===== config.mk =====
export PLATFORM = sky130hd
export DESIGN_NAME = key_entry_ctrl
export DESIGN_NICKNAME = d
export VERILOG_FILES = /design/src/rtl/calc_pkg.sv /design/src/rtl/key_debouncer.sv /design/src/rtl/key_entry_ctrl.sv
export SDC_FILE = /design/constraint.sdc
export NUM_CORES = 1
export LEC_CHECK = 0
export BUFFER_PORTS_ARGS = -buffer_cell sky130_fd_sc_hd__buf_2
export CORE_ASPECT_RATIO = 0.75
export CORE_UTILIZATION = 50
export CTS_CLUSTER_DIAMETER = 120
export DETAILED_ROUTE_END_ITERATION = 10
export HOLD_SLACK_MARGIN = 0.02
export PLACE_DENSITY = 0.74
export SKIP_CTS_REPAIR_TIMING = 1
export SYNTH_ARGS = -nofsm -noshare
export SYNTH_HDL_FRONTEND = slang
export SYNTH_SLANG_ARGS = --single-unit

===== constraint.sdc =====
create_clock -name clk -period 6 [get_ports clk]
set_clock_uncertainty 0.1 [all_clocks]
set_input_delay 1.2 -clock clk [delete_from_list [all_inputs] [get_ports clk]]
set_output_delay 1.2 -clock clk [all_outputs]
set_load 0.03 [all_outputs]

===== src/rtl/calc_pkg.sv =====
// Shared calculator definitions: key codes, operator encodings (also used by
// the ALU stage) and the keypad debounce state encoding.
package calc_pkg;

    localparam logic [3:0] KEY_ADD = 4'd10;
    localparam logic [3:0] KEY_SUB = 4'd11;
    localparam logic [3:0] KEY_MUL = 4'd12;
    localparam logic [3:0] KEY_DIV = 4'd13;
    localparam logic [3:0] KEY_EQ  = 4'd14;
    localparam logic [3:0] KEY_CLR = 4'd15;

    localparam logic [1:0] OP_ADD = 2'd0;
    localparam logic [1:0] OP_SUB = 2'd1;
    localparam logic [1:0] OP_MUL = 2'd2;
    localparam logic [1:0] OP_DIV = 2'd3;

    typedef enum logic [1:0] {
        ST_IDLE,
        ST_PRESS_WAIT,
        ST_HELD,
        ST_RELEASE_WAIT
    } deb_state_t;

    function automatic logic is_digit(input logic [3:0] code);
        return code <= 4'd9;
    endfunction

    function automatic logic is_operator(input logic [3:0] code);
        return (code >= KEY_ADD) && (code <= KEY_DIV);
    endfunction

endpackage


===== src/rtl/key_debouncer.sv =====
// Press/release debouncer for scanner key codes. accept is high during the
// cycle whose rising edge completes the stable-press run, so downstream
// registers capture the key on exactly that edge.
module key_debouncer
    import calc_pkg::*;
#(
    parameter int DEBOUNCE_CYCLES = 16
) (
    input  logic       clk,
    input  logic       rst,
    input  logic       keyValid,
    input  logic [3:0] keyCode,
    output logic       accept,
    output logic [3:0] acceptCode
);

    localparam logic [15:0] LAST_COUNT = 16'(DEBOUNCE_CYCLES - 1);
    localparam logic        SINGLE     = (DEBOUNCE_CYCLES == 1);

    deb_state_t  state_reg;
    logic [15:0] count_reg;
    logic [3:0]  code_reg;

    always_comb begin
        accept     = 1'b0;
        acceptCode = keyCode;
        if (state_reg == ST_IDLE && keyValid && SINGLE)
            accept = 1'b1;
        if (state_reg == ST_PRESS_WAIT && keyValid && keyCode == code_reg
            && count_reg == LAST_COUNT)
            accept = 1'b1;
    end

    always_ff @(posedge clk) begin
        if (rst) begin
            state_reg <= ST_IDLE;
            count_reg <= '0;
            code_reg  <= '0;
        end else begin
            case (state_reg)
                ST_IDLE: begin
                    if (keyValid) begin
                        code_reg  <= keyCode;
                        count_reg <= 16'd1;
                        state_reg <= SINGLE ? ST_HELD : ST_PRESS_WAIT;
                    end
                end
                ST_PRESS_WAIT: begin
                    if (!keyValid) begin
                        state_reg <= ST_IDLE;
                    end else if (keyCode != code_reg) begin
                        // A different key restarts the stability run.
                        code_reg  <= keyCode;
                        count_reg <= 16'd1;
                    end else if (count_reg == LAST_COUNT) begin
                        state_reg <= ST_HELD;
                    end else begin
                        count_reg <= count_reg + 16'd1;
                    end
                end
                ST_HELD: begin
                    if (!keyValid) begin
                        count_reg <= 16'd1;
                        state_reg <= SINGLE ? ST_IDLE : ST_RELEASE_WAIT;
                    end
                end
                ST_RELEASE_WAIT: begin
                    // A bounce back to pressed returns to HELD without re-accepting.
                    if (keyValid)
                        state_reg <= ST_HELD;
                    else if (count_reg == LAST_COUNT)
                        state_reg <= ST_IDLE;
                    else
                        count_reg <= count_reg + 16'd1;
                end
                default: state_reg <= ST_IDLE;
            endcase
        end
    end

endmodule


===== src/rtl/key_entry_ctrl.sv =====
// Keypad entry controller: debounces scanner keys, classifies them and drives
// the registered digit/operator/equals/clear strobes for the operand stage.
module key_entry_ctrl
    import calc_pkg::*;
#(
    parameter int DEBOUNCE_CYCLES = 16,
    parameter int MAX_DIGITS      = 4
) (
    input  logic       clk,
    input  logic       rst,
    input  logic       keyValid,
    input  logic [3:0] keyCode,
    output logic [3:0] digits,
    output logic       newNumber,
    output logic [1:0] digitnumber,
    output logic       newOperation,
    output logic [1:0] opCode,
    output logic       equals,
    output logic       clearReq,
    output logic       entryFull
);

    localparam logic [2:0] DIGIT_LIMIT = 3'(MAX_DIGITS);

    logic       accept;
    logic [3:0] acceptCode;
    logic [1:0] op_from_code;

    logic [3:0] digits_reg;
    logic       new_number_reg;
    logic [1:0] digitnumber_reg;
    logic       new_operation_reg;
    logic [1:0] op_code_reg;
    logic       equals_reg;
    logic       clear_req_reg;
    logic       entry_full_reg;
    logic [2:0] cnt_reg;

    key_debouncer #(
        .DEBOUNCE_CYCLES(DEBOUNCE_CYCLES)
    ) u_debouncer (
        .clk       (clk),
        .rst       (rst),
        .keyValid  (keyValid),
        .keyCode   (keyCode),
        .accept    (accept),
        .acceptCode(acceptCode)
    );

    assign op_from_code = 2'(acceptCode - KEY_ADD);

    always_ff @(posedge clk) begin
        if (rst) begin
            digits_reg        <= '0;
            new_number_reg    <= 1'b0;
            digitnumber_reg   <= '0;
            new_operation_reg <= 1'b0;
            op_code_reg       <= '0;
            equals_reg        <= 1'b0;
            clear_req_reg     <= 1'b0;
            entry_full_reg    <= 1'b0;
            cnt_reg           <= '0;
        end else begin
            new_number_reg    <= 1'b0;
            new_operation_reg <= 1'b0;
            equals_reg        <= 1'b0;
            clear_req_reg     <= 1'b0;
            if (accept) begin
                if (is_digit(acceptCode)) begin
                    // Digits beyond the operand width are silently dropped.
                    if (cnt_reg < DIGIT_LIMIT) begin
                        new_number_reg  <= 1'b1;
                        digits_reg      <= acceptCode;
                        digitnumber_reg <= cnt_reg[1:0];
                        cnt_reg         <= cnt_reg + 3'd1;
                        entry_full_reg  <= (cnt_reg + 3'd1 == DIGIT_LIMIT);
                    end
                end else begin
                    cnt_reg        <= '0;
                    entry_full_reg <= 1'b0;
                    if (is_operator(acceptCode)) begin
                        new_operation_reg <= 1'b1;
                        op_code_reg       <= op_from_code;
                    end else if (acceptCode == KEY_EQ) begin
                        equals_reg <= 1'b1;
                    end else begin
                        clear_req_reg <= 1'b1;
                    end
                end
            end
        end
    end

    assign digits       = digits_reg;
    assign newNumber    = new_number_reg;
    assign digitnumber  = digitnumber_reg;
    assign newOperation = new_operation_reg;
    assign opCode       = op_code_reg;
    assign equals       = equals_reg;
    assign clearReq     = clear_req_reg;
    assign entryFull    = entry_full_reg;

endmodule


==> results.yml <==
run_status:
  status: "completed"
synthesis:
  async_flop_share_pct: 0
  synth-edff-count: 0
  post-synth-top-count-cell: "dfxtp_1"
  synthCells: 208
  yosys-top-cells-area: "dfxtp_1 42%, nand2_1 6.8%, a21oi_1 4.1%, mux2i_1 3.8%, xnor2_1 3.4%"
  ys_types: 37
  avgSynthCellArea_um2: 8.78
  synth_flop_cell: "dfxtp_1"
  yosys.area.top_type: "dfxtp_1"
  syn-num-nets: 218
  synth_area_um2: 1830
  yosysWarnings: 0
  yosysSeqAreaShare_pct: 41.6
  yosys.area.top_type_share_pct: 41.6
  synth_common_cells: "38 x dfxtp_1, 33 x nand2_1, 15 x a21oi_1, 10 x clkbuf_1, 8 x nand3_1"
  ys_ff_latch: 38
detailed_routing:
  drt_iter0_markers: 137
  firstDrtPassIters: 4
  totalWireLength_um: 3740
  via_per_inst: 6.00
  post_drt_wl_per_cell_um: 14.1
  drcViolationCount: 0
  ant_nets: 0
  via_count: 1584
worst_setup_path:
  required_ns: 6.12
  cp_top_family: "simple AND/OR/NAND/NOR gates"
  crit_path_cell_trace: "buf_2, xnor2_1, nand4_2, nor4_4, mux2i_1"
  crit_buf_inv: 1
  slowest_delay_ns: 0.72
  criticalPathCategory: "in -> reg"
  reg2reg_depth: 5
  crit_arrival_ns: 2.87
  start_kind: "input pin"
  cp_slowest_cell: "nor4_4"
  path_depth: 5
  end_kind: "flop"
  path_max_fanout: 9
power:
  p_int_uw: 356
  power_frac_seq_pct: 55.1
  cellLeakagePower_nw: 0.723
  power_density_nw_per_um2: 231
  power_switching_uw: 110
  swShare_pct: 23.6
  pwr-share-comb_pct: 6.0
  clockPowerShare_pct: 38.8
  peakVddDrop_v: 0.000146
flow_run:
  maxCapViolCount: 0
timing:
  setup_ws_ns: 3.26
  rsz0062_at_grt: "no"
  whs_ns: 0.330
  fin_tns_setup_ns: 0
  slew_headroom_pct: 51.5
  min_period_ns: 2.74
  timing.fmax_ghz: 0.364
  final.period_utilization_pct: 45.7
  setup_viol: 0
  hold_viol: 0
  tightest_slew_ns: 0.722
  drv_slew: 0
placed_design:
  place_worst_setup_slack_ns: 2.98
  gp_congestion: 0.857
  dp_hpwl_um: 2670
  dp_cells: 256
  port-buffer-count: 19
  placed_area_um2: 1930
cts:
  clkSinkCount: 38
  cts_buffers: 5
  clock_path_buffers: 2
  ctsHtreeMaxLevel: 2
  cts.reportedPaths.clkPinSlew_ns: 0.07
  clk_latency_ns: 0.29
  root_buffer: "clkbuf_8"
  cts_tree: "done"
die:
  core.rowCount: 18
  ios: 20
  coreArea_um2: 3380
  start_util_pct: 54.1
  dieWidth_um: 71.8
  die_h_um: 54.3
  die-area_um2: 3900
hold_path:
  hold_path_class: "reg -> reg"
  whs_path_depth: 1
global_route:
  grt-ovfl-total: 0
  grt_antenna_before_repair: 0
  grt_pass1_vias: 1281
  grt_pass1_wl_um: 6000
  grt_usage_pct: 20.4
  grt_max_degree: 19
finish:
  syn_to_final_growth_pct: 10.6
  instances_no_fill: 264
  drive_gt1_share_pct: 14.7
  diodes: 0
  nNetsFinal: 233
  finalInstanceArea_um2: 2020
  largest_reg_flops: 16
[placed cells by master, fill, tap and decap left out, types with 5 or more instances in the layout]
cell	instances
a21oi_1	15
and3_1	5
buf_2	19
clkbuf_8	6
dfxtp_1	38
mux2i_1	7
nand2_1	33
nand3_1	8
nand4_1	6
nor2_1	7
nor4_1	7
o21ai_0	5
o31ai_1	6
or3_1	5
or4_1	6
xnor2_1	7
xor2_1	5
[area by class of cell]
type	count	area (um2)
clock buffers	7	86.3
inverters	4	15.0
repair buffers	19	95.1
multi-input cells	155	1010
well taps	40	50.0
flip-flops and latches	38	761
clock inverters	1	5.00
fillers	304	1360
[metrics by stage]
stage	power, mW	utilization (%)
after floorplan	0.283	-
after global placement	0.290	57.1
after detailed placement	0.291	57.1
after CTS	0.468	59.8
after global routing	0.483	59.8
final	0.466	59.8
[per-layer routing]
layer	up-vias	GRT usage (%)	routed length, um
met5	-	0	0
met4	0	7.19	29
met3	4	5.16	232
met2	46	26.9	1430
met1	741	31.3	2050
li1	793	-	-
[power by group through the flow]
| stage | combinational [mW] | sequential [mW] | clock, mW |
|---|---|---|---|
| 3_3_place_gp | 0.0273 | 0.263 | 0 |
| 2_1_floorplan | 0.0209 | 0.262 | 0 |
| 5_1_grt | 0.0310 | 0.257 | 0.195 |
| 4_1_cts | 0.0279 | 0.257 | 0.183 |
| 6_report | 0.0281 | 0.257 | 0.181 |
| 3_5_place_dp | 0.0277 | 0.263 | 0 |
[cell families (layout without fill, tap and decap cells)]
kind of cell               Yosys count  after routing  synth area share, %
and+or+nand+nor                     92             92                 28.6
xor gates and xnor gates            12             12                 5.75
AOI/OAI and AO/OA                   40             40                 14.4
buffers and inverters               15             31                 3.15
muxes                                8              8                 4.45
DFF                                 38             38                 41.6
adders and majority gates            3              3                 2.06
[worst reg2reg max path, stage by stage (launching register included)]
cell     delay, ns
dfxtp_1       0.42
ha_1          0.25
and3_1        0.28
nand4_2       0.24
nor4_4        0.69
mux2i_1       0.27
[worst paths after layout]
path | from | to | slack (ns)
worst min-delay path | cnt_reg[2] | newNumber | 0.33
worst max-delay path | keyCode[1] | digits[0] | 3.26
worst max register to register | u_debouncer.count_reg[0] | digits[0] | 3.68
worst min register to register | cnt_reg[2] | newNumber | 0.33
No activity file was read; power rests on OpenSTA's default activity.
